`config.mk`:
```
export PLATFORM = sky130hd
export DESIGN_NAME = descriptor_delay_queue
export DESIGN_NICKNAME = d
export VERILOG_FILES = /design/src/rtl/descriptor_delay_queue.sv
export SDC_FILE = /design/constraint.sdc
export NUM_CORES = 1
export LEC_CHECK = 0
export BUFFER_PORTS_ARGS = -buffer_cell sky130_fd_sc_hd__buf_2
export CORE_ASPECT_RATIO = 0.6
export CORE_MARGIN = 3
export CORE_UTILIZATION = 49
export CTS_CLUSTER_DIAMETER = 120
export DETAILED_ROUTE_END_ITERATION = 16
export GPL_TIMING_DRIVEN = 0
export MAX_ROUTING_LAYER = met4
export PLACE_DENSITY = 0.71
export SLEW_MARGIN = 25
export SYNTH_ARGS = -nofsm -noshare
export SYNTH_HDL_FRONTEND = slang
export SYNTH_SLANG_ARGS = --single-unit
```
`constraint.sdc`:
```
create_clock -name i_clk -period 14.07 [get_ports i_clk]
set_input_delay 0.7035 -clock i_clk [delete_from_list [all_inputs] [get_ports i_clk]]
set_output_delay 0.7035 -clock i_clk [all_outputs]
set_load 0.05 [all_outputs]
```
`src/rtl/descriptor_delay_queue.sv`:
```
// descriptor_delay_queue: FIFO of descriptors, each held back until its own programmed delay has elapsed
module descriptor_delay_queue #(
    parameter int DW    = 46,
    parameter int DEPTH = 8,
    parameter int AW    = 3,
    parameter int CW    = 8
) (
    input  logic          i_clk,
    input  logic          i_rst,
    input  logic [CW-1:0] iv_delay_cycle,
    input  logic [DW-1:0] iv_descriptor,
    input  logic          i_descriptor_wr,
    output logic          o_descriptor_ack,
    output logic [DW-1:0] ov_descriptor,
    output logic          o_descriptor_wr,
    input  logic          i_descriptor_ack,
    output logic          o_full,
    output logic [AW:0]   ov_occupancy,
    output logic [15:0]   ov_drop_cnt
);
    typedef enum logic {IDLE_S, PRESENT_S} state_t;
    state_t        state;
    logic [DW-1:0] mem [DEPTH];
    logic [CW-1:0] cnt [DEPTH];
    logic [AW-1:0] wr_ptr, rd_ptr;
    logic [CW-1:0] load;
    logic          push, pop;
    // counters store remaining delay minus one, so an entry written at edge T expires for the edge T+D
    assign load             = iv_delay_cycle == '0 ? '0 : iv_delay_cycle - CW'(1);
    assign o_full           = ov_occupancy == (AW+1)'(DEPTH);
    assign push             = i_descriptor_wr & ~o_full;
    assign pop              = (state == PRESENT_S) & i_descriptor_ack;
    assign o_descriptor_ack = push;
    always_ff @(posedge i_clk) if (push) mem[wr_ptr] <= iv_descriptor;
    always_ff @(posedge i_clk) begin
        if (i_rst) begin
            state           <= IDLE_S;
            wr_ptr          <= '0;
            rd_ptr          <= '0;
            ov_occupancy    <= '0;
            ov_drop_cnt     <= '0;
            ov_descriptor   <= '0;
            o_descriptor_wr <= 1'b0;
            for (int i = 0; i < DEPTH; i++) cnt[i] <= '0;
        end else begin
            for (int i = 0; i < DEPTH; i++)
                cnt[i] <= (push && wr_ptr == AW'(i)) ? load : (cnt[i] == '0 ? '0 : cnt[i] - CW'(1));
            if (push) wr_ptr <= wr_ptr + AW'(1);
            ov_occupancy <= ov_occupancy + (AW+1)'(push) - (AW+1)'(pop);
            if (i_descriptor_wr && o_full && ov_drop_cnt != 16'hFFFF) ov_drop_cnt <= ov_drop_cnt + 16'd1;
            if (state == IDLE_S && ov_occupancy != '0 && cnt[rd_ptr] == '0) begin
                ov_descriptor   <= mem[rd_ptr];
                o_descriptor_wr <= 1'b1;
                state           <= PRESENT_S;
            end else if (pop) begin
                o_descriptor_wr <= 1'b0;
                rd_ptr          <= rd_ptr + AW'(1);
                state           <= IDLE_S;
            end
        end
    end
endmodule

```
==> results of run 1 <==
## metal layers
metal	vias to the layer above	GRT usage (%)	routed length [µm]	share of wire (%)
met5	-	-	0	0
met4	0	5.242	835	1.8
met3	67	4.130	3423	7.2
met2	421	32.53	22300	47
met1	6249	30.81	20910	44
li1	5570	-	-	-
## final timing paths
| check | from | end | slack [ns] | cells past startpoint |
|---|---|---|---|---|
| worst max register to register | ov_occupancy[2]$_SDFF_PP0_ | mem[4][27]$_DFFE_PP_ | 9.98 | 11 |
| worst min-delay path | iv_descriptor[24] | mem[1][24]$_DFFE_PP_ | 0.41 | 1 |
| worst min register to register | o_descriptor_wr$_SDFFE_PP0P_ | o_descriptor_wr$_SDFFE_PP0P_ | 0.53 | 2 |
| worst max-delay path | ov_occupancy[2]$_SDFF_PP0_ | mem[4][27]$_DFFE_PP_ | 9.98 | 11 |
## through the flow
stage / hold slack [ns] / area (µm²) / utilization (%) / total power [mW]
2_1_floorplan: 0.5374 / 20940 / - / 3.036
3_3_place_gp: 0.5260 / 22270 / 53.92 / 3.326
3_5_place_dp: 0.5259 / 22830 / 55.28 / 3.396
4_1_cts: 0.3733 / 24410 / 59.12 / 4.714
5_1_grt: 0.3914 / 24440 / 59.19 / 4.926
6_report: 0.4061 / 24440 / 59.19 / 4.683
## cell families (layout without fill, tap and decap cells)
kind of cell | count (synthesis) | count (layout)
flip-flops | 508 | 508
AND/OR/NAND/NOR | 362 | 362
multiplexers | 188 | 188
AO/OA/AOI/OAI | 106 | 106
buffers and inverters | 97 | 335
XOR/XNOR | 60 | 60
adder cells (fa/ha/maj) | 33 | 33
other | 0 | 8
## registers in the layout, summed over array words and instances (netlist names), named ones only
register and count:
ov_occupancy 4, rd_ptr 3, wr_ptr 3, cnt 64
o_descriptor_wr 1, ov_drop_cnt 16, ov_descriptor 46, mem 368
## Yosys cell counts (7+ instances only)
cell type,number
sky130_fd_sc_hd__a2bb2oi_1,15
sky130_fd_sc_hd__inv_1,41
sky130_fd_sc_hd__xnor2_1,34
sky130_fd_sc_hd__nand2_1,43
sky130_fd_sc_hd__nor3_1,17
sky130_fd_sc_hd__ha_1,32
sky130_fd_sc_hd__and3_1,7
sky130_fd_sc_hd__mux2i_1,49
sky130_fd_sc_hd__nor2_1,153
sky130_fd_sc_hd__xor2_1,26
sky130_fd_sc_hd__buf_1,15
sky130_fd_sc_hd__nand2b_1,8
sky130_fd_sc_hd__mux4_2,92
sky130_fd_sc_hd__mux2_4,29
sky130_fd_sc_hd__clkbuf_1,36
sky130_fd_sc_hd__nor4_1,21
sky130_fd_sc_hd__mux2_2,17
sky130_fd_sc_hd__a21oi_1,28
sky130_fd_sc_hd__nand3b_1,7
sky130_fd_sc_hd__nand4_1,8
sky130_fd_sc_hd__nor2b_1,49
sky130_fd_sc_hd__dfxtp_1,140
sky130_fd_sc_hd__nand3_1,22
sky130_fd_sc_hd__edfxtp_1,368
sky130_fd_sc_hd__a22oi_1,28
## where the power goes
group | internal, mW | switching [mW]
Combinational | 0.601 | 0.821
Sequential | 1.82 | 0.127
Clock | 0.761 | 0.547
Total | 3.19 | 1.50
## final cells by class
| type | count | area [µm²] |
|---|---|---|
| fillers | 3104 | 16850 |
| clock buffers | 63 | 1297 |
| clock inverters | 23 | 289.0 |
| well taps | 560 | 700.7 |
| diodes | 8 | 20.02 |
| plain buffers | 56 | 247.7 |
| inverters | 41 | 153.9 |
| flip-flops and latches | 508 | 13850 |
| repair buffers | 152 | 1102 |
| multi-input cells | 749 | 6777 |
==> metrics.log, run 1 <==
[metrics] Root Driver: sky130_fd_sc_hd__clkbuf_16
[metrics] FFs w/ async S/R, synth: 0%
[metrics] xor and xnor area share after synthesis: under 10%
[metrics] Floorplan Core Area: around 41000 µm²
[metrics] worst slack at placement: between 10 and 15 ns
[metrics] vias: 12310
[metrics] complex-gate fraction of the synthesized area: 3.638%
[metrics] Rows: 57
[metrics] maximum number of pins on one net before global-route repair: 19
[metrics] Slew headroom: 26.62%
[metrics] net total in the final layout: 1645
[metrics] distinct cell type count of the synthesized netlist: 56
[metrics] clk sinks: approximately 500
[metrics] First DRT Iteration DRCs: roughly 1100
[metrics] WS Path Type: reg2reg
[metrics] main combinational cell family by area after synthesis: multiplexers
[metrics] weighted congestion at the end of routability-driven global placement: 0.8164
[metrics] effective utilization at floorplan: between 50% and 60%
[metrics] family with the most delay on the worst path: simple AND/OR/NAND/NOR gates
[metrics] endpoint type of the worst setup path: register
[metrics] Avg Inst Size Synth: 15.47 µm²
[metrics] First-pass DRT Iterations: 5
[metrics] most area-consuming cells after synthesis: sky130_fd_sc_hd__edfxtp_1 53%, sky130_fd_sc_hd__dfxtp_1 13%, sky130_fd_sc_hd__mux4_2 9.9%, sky130_fd_sc_hd__nor2_1 2.7%, sky130_fd_sc_hd__mux2i_1 2.3%
[metrics] fraction of the yosys area taken by sequential cells: 66.14%
[metrics] Boundary Pins: ~130
[metrics] cell taking the most area after synthesis: sky130_fd_sc_hd__edfxtp_1
[metrics] proportion of netlist area held by the largest area contributor: between 50% and 60%
[metrics] register clock-pin slew on the reported worst setup and hold paths: 0.07 ns
[metrics] portion of netlist area occupied by mux cells: approximately 15%
[metrics] cells traversed along the worst timing path: inv_1, ha_1, or3b_2, clkbuf_1, inv_1, nor2_1, nand2_1, nor3_2, buf_6, buf_6, buf_4
[metrics] status: finished, final reports clean
[metrics] fmax: 244.6 MHz
[metrics] remaining design rule violation count: 0
[metrics] post-synthesis register bit count: 508
[metrics] Post-synth EDFFs: 368
[metrics] crit start category: register
[metrics] routed wire length: between 40 and 50 mm
[metrics] WP buf/inv: 6
[metrics] share of post-route cells with drive strength above 1: 24.75%
[metrics] synthesized instance count: 1354
[metrics] Final Worst Setup Slack: 9.982 ns
[metrics] Hold Vio Cnt, Final: 0
[metrics] CTS tree: done
[metrics] maximum count of clock buffers along a single path: 3
[metrics] final setup violation count: 0
[metrics] gr usage total: 21.67%
[metrics] post-cts hold buffer count: 0
[metrics] synthesis-to-finish area growth: 16.70%
[metrics] max-capacitance violation count: 0
[metrics] Worst Path Max Fanout: 8
[metrics] total overflow reported by the global router: 0
[metrics] post-cts sizing count: 0
[metrics] Simple-Gate Fraction of Synth Area: under 10%
[metrics] final worst path period need: approximately 4.1 ns
[metrics] final period utilization: 29.06%
[metrics] top library cells by usage in the layout, fill and taps aside: 368 x sky130_fd_sc_hd__edfxtp_1, 147 x sky130_fd_sc_hd__nor2_1, 140 x sky130_fd_sc_hd__dfxtp_1
[metrics] CTS Buf Count: 46
[metrics] x dimension of the die: 272.9 µm
[metrics] half-perimeter wire length of the detailed placement result: 31.66 mm
[metrics] height of the die: ~170 µm
[metrics] clk_lat worst skew: approximately 0.56 ns
[metrics] area of the mapped netlist: 20940 µm²
[metrics] Detail Route Antenna Nets: 0
[metrics] areal power density over the cells: roughly 190 nW/µm²
[metrics] adder and majority gate portion of the synthesized area: 2.007%
[metrics] CTS H-tree lvls: 2
[metrics] critical path required time: 14.34 ns
[metrics] total negative slack: 0 ns
[metrics] Yosys warnings: 0
[metrics] final non-filler cell total: roughly 2200
[metrics] slew of the pin with the lowest slew margin: approximately 1.1 ns
[metrics] number of global-route vias before repair: 12350
[metrics] primary flip-flop cell chosen by synthesis mapping: sky130_fd_sc_hd__edfxtp_1
[metrics] Post-Syn Nets: 1445
[metrics] post-placement cell count: 2066
[metrics] Layout Skew: ~0.016 ns
[metrics] initial antenna violation count: 8
[metrics] port buffer count: 124
[metrics] global-route wire length before repair: approximately 74 mm
[metrics] die footprint: 45340 µm²
[metrics] standard cell with the maximum stage delay on the critical path: sky130_fd_sc_hd__nor2_1
[metrics] largest incremental delay on the critical path: 0.67 ns
[metrics] Setup Buffers After CTS: 0
[metrics] Via-to-Cell Ratio: approximately 5.7
[metrics] WL/cell: 21.97 µm
[metrics] data arrival time of the critical path: 4.35 ns
[metrics] classification of the worst-slack hold path: in2reg
[metrics] maximum VDD drop: 0.1137 mV
[metrics] Final Slew Violations: 0
[metrics] most common cell after layout, fill and taps aside: sky130_fd_sc_hd__edfxtp_1
[metrics] RSZ-0062 raised after global routing: no
[metrics] Leak: 8.585 nW
No activity file was read; power rests on OpenSTA's default activity.
==> run 2, diff against run 1 <==
==> constraint.sdc (replaced) <==
create_clock -name i_clk -period 4.1 [get_ports i_clk]
set_input_delay 0.205 -clock i_clk [delete_from_list [all_inputs] [get_ports i_clk]]
set_output_delay 0.205 -clock i_clk [all_outputs]
set_load 0.05 [all_outputs]
==> metrics.log, run 2 (synthesized netlist as in run 1, its figures left out) <==
[metrics] status: finished, final reports clean
[metrics] vias: 12390
[metrics] die footprint: 45340 µm²
[metrics] final period utilization: a little over four fifths
[metrics] Setup Buffers After CTS: 0
[metrics] initial antenna violation count: 2
[metrics] final non-filler cell total: ~2200
[metrics] clk_lat worst skew: 0.57 ns
[metrics] Boundary Pins: 127
[metrics] classification of the worst-slack hold path: in2reg
[metrics] max-capacitance violation count: 0
[metrics] final setup violation count: 0
[metrics] cells on worst reg2reg path: 10
[metrics] total overflow reported by the global router: 0
[metrics] Rows: between 50 and 60
[metrics] Floorplan Core Area: just over 40000 µm²
[metrics] routed wire length: 46.94 mm
[metrics] registers with the most flip-flops: mem: 368 flops, cnt: 64 flops, ov_descriptor: 46 flops
[metrics] Detail Route Antenna Nets: 0
[metrics] Largest register FFs: 368
[metrics] effective utilization at floorplan: 50.72%
[metrics] remaining design rule violation count: 0
[metrics] clk sinks: 508
[metrics] height of the die: 166.1 µm
[metrics] register clock-pin slew on the reported worst setup and hold paths: 0.06 ns
[metrics] maximum number of pins on one net before global-route repair: 20
[metrics] number of cells on the worst hold path: 4
[metrics] Final Slew Violations: 0
[metrics] count of fill cells added during filler insertion: 3080
[metrics] top library cells by usage in the layout, fill and taps aside: 368 x sky130_fd_sc_hd__edfxtp_1, 145 x sky130_fd_sc_hd__nor2_1, 140 x sky130_fd_sc_hd__dfxtp_1
[metrics] setup slack of the worst register-to-register path: 0.62 ns
[metrics] Largest Register: mem
[metrics] critical path required time: 4.37 ns
[metrics] First DRT Iteration DRCs: around 1100
[metrics] Layout Skew: 0.02803 ns
[metrics] maximum VDD drop: 0.3950 mV
[metrics] data arrival time of the critical path: 3.75 ns
[metrics] RSZ-0062 raised after global routing: no
[metrics] crit start category: register
[metrics] Worst Path Max Fanout: 11
[metrics] areal power density over the cells: 639.5 nW/µm²
[metrics] WL/cell: 21.35 µm
[metrics] final worst path period need: around 3.5 ns
[metrics] minimum hold slack: between 0.15 and 0.2 ns
[metrics] Final Worst Setup Slack: approximately 0.62 ns
[metrics] most common cell after layout, fill and taps aside: sky130_fd_sc_hd__edfxtp_1
[metrics] CTS H-tree lvls: 2
[metrics] CTS Buf Count: 47
[metrics] weighted congestion at the end of routability-driven global placement: around 0.84
[metrics] CTS tree: done
[metrics] WS Path Type: reg2reg
[metrics] slew of the pin with the lowest slew margin: 1.084 ns
[metrics] Hold Vio Cnt, Final: 0
[metrics] share of post-route cells with drive strength above 1: 23.46%
[metrics] number of global-route vias before repair: 12360
[metrics] maximum count of clock buffers along a single path: 3
[metrics] gr usage total: 21.40%
[metrics] fmax: 287.2 MHz
[metrics] Root Driver: sky130_fd_sc_hd__clkbuf_16
[metrics] Via-to-Cell Ratio: about 5.6
[metrics] global-route wire length before repair: 73.06 mm
[metrics] port buffer count: 124
[metrics] net total in the final layout: 1690
[metrics] Slew headroom: 27.75%
[metrics] Leak: 8.722 nW
[metrics] utilization of the core after routing: approximately 60%
[metrics] worst slack at placement: 0.6584 ns
[metrics] half-perimeter wire length of the detailed placement result: about 31 mm
[metrics] x dimension of the die: 272.9 µm
[metrics] First-pass DRT Iterations: 5
[metrics] post-placement cell count: slightly above 2000
[metrics] endpoint type of the worst setup path: register
[metrics] synthesis-to-finish area growth: 18.71%
run 2: changes by cell type in the layout (fill, tap and decap cells not counted), sizes merged:
cell         before  now
clkinv           11   14
dlygate4sd3       0   47
diode             8    2
bufinv            6    3
buf             167  166
clkbuf          104  103
run 2: area by class of cell:
class	instances	area (µm²)	area share, %
antenna	2	5.005	0.02013
buffer	56	245.2	0.9864
clock buffer	64	1300	5.229
clock inverter	23	203.9	0.8203
inverter	41	153.9	0.6190
multi-input combinational	749	6799	27.35
sequential	508	13850	55.72
tap	560	700.7	2.818
timing repair buffer	196	1602	6.442
run 2: report_power, final:
group	internal [mW]	switching [mW]
Combinational	2.10	2.82
Clock	2.42	1.86
Sequential	6.26	0.432
Total	10.8	5.11
run 2: metrics by stage:
stage	setup TNS (ns)	cell area [µm²]	total power, mW
final	0	24860	15.90
after global placement	-391.26	22300	11.39
after global routing	0	24860	16.70
after detailed placement	0	22880	11.64
after CTS	0	24850	15.98
after floorplan	0	20980	10.42
run 2: per-layer routing:
layer / part of all wire (%) / routed length [µm] / vias to the layer above / global-route usage (%)
li1: - / - / 5649 / -
met1: 47 / 21860 / 6260 / 31.79
met2: 45 / 21340 / 409 / 31.51
met3: 6.5 / 3029 / 67 / 3.480
met4: 1.5 / 714 / 0 / 4.194
met5: 0 / 0 / - / -
run 2: repair_timing:
action / in CTS / in global routing
hold buffers: 47 / 0
setup endpoints to repair: 0 / 0
hold endpoints to repair: 369 / 0
resized for setup: 0 / 0
run 2: path summary, 6_finish.rpt:
path	end	from
worst max-delay path	mem[4][6]$_DFFE_PP_	ov_occupancy[2]$_SDFF_PP0_
worst min-delay path	cnt[0][0]$_SDFF_PP0_	iv_delay_cycle[0]
worst max register to register	mem[4][6]$_DFFE_PP_	ov_occupancy[2]$_SDFF_PP0_
worst min register to register	ov_drop_cnt[4]$_SDFFE_PP0P_	ov_drop_cnt[4]$_SDFFE_PP0P_
run 2: critical path, stage by stage, from the launching register on:
cell	delay [ns]
sky130_fd_sc_hd__dfxtp_1	0.33
sky130_fd_sc_hd__inv_1	0.07
sky130_fd_sc_hd__ha_1	0.22
sky130_fd_sc_hd__or3b_2	0.20
sky130_fd_sc_hd__clkbuf_1	0.29
sky130_fd_sc_hd__inv_1	0.25
sky130_fd_sc_hd__nor2_4	0.30
sky130_fd_sc_hd__nand2_1	0.38
sky130_fd_sc_hd__nor3_4	0.69
sky130_fd_sc_hd__buf_8	0.24
sky130_fd_sc_hd__buf_6	0.19
==> run 3, diff against run 2 <==
--- a/config.mk
+++ b/config.mk
@@ -13,7 +13,7 @@
 export DETAILED_ROUTE_END_ITERATION = 16
 export GPL_TIMING_DRIVEN = 0
 export MAX_ROUTING_LAYER = met4
-export PLACE_DENSITY = 0.71
+export PLACE_DENSITY = 0.74
 export SLEW_MARGIN = 25
 export SYNTH_ARGS = -nofsm -noshare
 export SYNTH_HDL_FRONTEND = slang
==> constraint.sdc (replaced) <==
create_clock -name i_clk -period 3 [get_ports i_clk]
set_input_delay 0.15 -clock i_clk [delete_from_list [all_inputs] [get_ports i_clk]]
set_output_delay 0.15 -clock i_clk [all_outputs]
set_load 0.05 [all_outputs]
==> metrics.log, run 3 (synthesized netlist as in run 1, its figures left out) <==
[metrics] remaining design rule violation count: 0
[metrics] total overflow reported by the global router: 0
[metrics] weighted congestion at the end of routability-driven global placement: 0.8778
[metrics] critical path required time: 3.28 ns
[metrics] clk_lat worst skew: 0.58 ns
[metrics] global-route wire length before repair: between 70 and 80 mm
[metrics] Rows: 57
[metrics] post-route cell area: 24940 µm²
[metrics] register clock-pin slew on the reported worst setup and hold paths: 0.06 ns
[metrics] placed cell areas: 22850 µm²
[metrics] fmax: 351.2 MHz
[metrics] final worst path period need: 2.847 ns
[metrics] Via-to-Cell Ratio: roughly 5.7
[metrics] final period utilization: 94.92%
[metrics] vias: 12450
[metrics] clk sinks: 508
[metrics] Detail Route Antenna Nets: 0
[metrics] registers with the most flip-flops: mem: 368 flops, cnt: 64 flops, ov_descriptor: 46 flops
[metrics] WS Path Type: reg2reg
[metrics] effective utilization at floorplan: 50.72%
[metrics] Worst Path Max Fanout: 12
[metrics] initial antenna violation count: 1
[metrics] First-pass DRT Iterations: 5
[metrics] Root Driver: sky130_fd_sc_hd__clkbuf_16
[metrics] largest incremental delay on the critical path: 0.53 ns
[metrics] RSZ-0062 raised after global routing: no
[metrics] standard cell with the maximum stage delay on the critical path: sky130_fd_sc_hd__nor3_4
[metrics] maximum VDD drop: 0.5755 mV
[metrics] net total in the final layout: 1687
[metrics] share of post-route cells with drive strength above 1: 24.91%
[metrics] routed wire length: 47.37 mm
[metrics] cell mode on critical path: sky130_fd_sc_hd__buf_6
[metrics] minimum hold slack: 0.1354 ns
[metrics] Slew headroom: roughly 28%
[metrics] gr usage total: 21.64%
[metrics] maximum count of clock buffers along a single path: 3
[metrics] Final Slew Violations: 0
[metrics] endpoint type of the worst setup path: register
[metrics] cells traversed along the worst timing path: inv_4, ha_4, or3b_2, clkbuf_8, clkinvlp_4, nor2_4, nand2_4, nor3_4, buf_6, buf_6
[metrics] max-capacitance violation count: 0
[metrics] Floorplan Core Area: 41290 µm²
[metrics] classification of the worst-slack hold path: in2reg
[metrics] crit start category: register
[metrics] final setup violation count: 0
[metrics] Layout Skew: 0.02721 ns
[metrics] Largest Register: mem
[metrics] CTS tree: done
[metrics] family with the most delay on the worst path: simple AND/OR/NAND/NOR gates
[metrics] synthesis-to-finish area growth: 19.09%
[metrics] die footprint: 45340 µm²
[metrics] top library cells by usage in the layout, fill and taps aside: 368 x sky130_fd_sc_hd__edfxtp_1, 145 x sky130_fd_sc_hd__nor2_1, 136 x sky130_fd_sc_hd__dfxtp_1
[metrics] number of global-route vias before repair: 12610
[metrics] maximum number of pins on one net before global-route repair: 20
[metrics] most common cell after layout, fill and taps aside: sky130_fd_sc_hd__edfxtp_1
[metrics] WP buf/inv: 5
[metrics] half-perimeter wire length of the detailed placement result: 31.03 mm
[metrics] x dimension of the die: 272.9 µm
[metrics] height of the die: 166.1 µm
[metrics] CTS H-tree lvls: 2
[metrics] slew of the pin with the lowest slew margin: approximately 1.1 ns
[metrics] WL/cell: 21.58 µm
[metrics] areal power density over the cells: approximately 880 nW/µm²
[metrics] Hold Vio Cnt, Final: 0
[metrics] CTS Buf Count: between 40 and 50
[metrics] Boundary Pins: 127
[metrics] Largest register FFs: 368
[metrics] Leak: around 9 nW
[metrics] status: finished, final reports clean
[metrics] port buffer count: 124
[metrics] data arrival time of the critical path: 3.13 ns
[metrics] First DRT Iteration DRCs: between 1000 and 1500
-- run 3: cell count changes in the layout (fill, tap and decap cells not counted), sizes merged --
cell	delta
clkinvlp	-1
buf	-6
bufinv	-1
diode	-1
clkdlybuf4s15	+6
clkinv	-1
-- run 3: metrics by stage --
step	utilization (%)	instances	total power, mW	worst slack, ns	setup TNS [ns]
floorplan	-	1354	14.28	-0.5305	-52.06
finish	60.40	2195	21.94	0.1525	0
detailed placement	55.33	2060	15.95	-0.2024	-3.512
global placement	54.16	2038	15.57	-2.193	-327.59
global route	60.40	2195	23.02	0.01161	0
CTS	60.36	2193	22.03	0.01817	0
-- run 3: worst reg2reg max path: stages, from the launching register on --
cell,delay (ns)
sky130_fd_sc_hd__dfxtp_4,0.35
sky130_fd_sc_hd__inv_4,0.04
sky130_fd_sc_hd__ha_4,0.15
sky130_fd_sc_hd__or3b_2,0.21
sky130_fd_sc_hd__clkbuf_8,0.16
sky130_fd_sc_hd__clkinvlp_4,0.18
sky130_fd_sc_hd__nor2_4,0.31
sky130_fd_sc_hd__nand2_4,0.18
sky130_fd_sc_hd__nor3_4,0.53
sky130_fd_sc_hd__buf_6,0.28
sky130_fd_sc_hd__buf_6,0.18
-- run 3: power by group --
group / leakage (nW) / internal [mW] / total, mW / switching, mW
Sequential: 4.49 / 8.56 / 9.18 / 0.616
Combinational: 3.51 / 2.89 / 6.76 / 3.86
Clock: 0.773 / 3.40 / 6.00 / 2.60
-- run 3: metal layers --
layer  track usage [%]  part of all wire (%)
met5                 -                     0
met4             4.706                   1.8
met3             3.552                   6.5
met2             33.21                    47
met1             30.74                    45
-- run 3: path summary, 6_finish.rpt --
kind	from	endpoint	slack, ns	cells after the start
setup / recovery	ov_occupancy[2]$_SDFF_PP0_	mem[4][19]$_DFFE_PP_	0.15	10
hold / removal	iv_delay_cycle[0]	cnt[5][0]$_SDFF_PP0_	0.14	4
setup reg to reg	ov_occupancy[2]$_SDFF_PP0_	mem[4][19]$_DFFE_PP_	0.15	10
hold reg to reg	o_descriptor_wr$_SDFFE_PP0P_	o_descriptor_wr$_SDFFE_PP0P_	0.55	2
-- run 3: cell type report --
class | count | area, µm²
diodes | 1 | 2.502
plain buffers | 56 | 300.3
clock buffers | 66 | 1379
clock inverters | 20 | 185.2
fillers | 3037 | 16350
inverters | 41 | 160.2
multi-input cells | 749 | 6819
flip-flops and latches | 508 | 13860
well taps | 560 | 700.7
repair buffers | 194 | 1534
-- run 3: repair_timing --
item                                   in CTS  in global routing
buffers inserted                            0                  1
endpoints found under the hold margin     369                  0
resized for setup                          13                  2
cloned                                      0                  0
hold buffers                               47                  0
setup endpoints to repair                  46                 27
pin swaps                                   0                  1
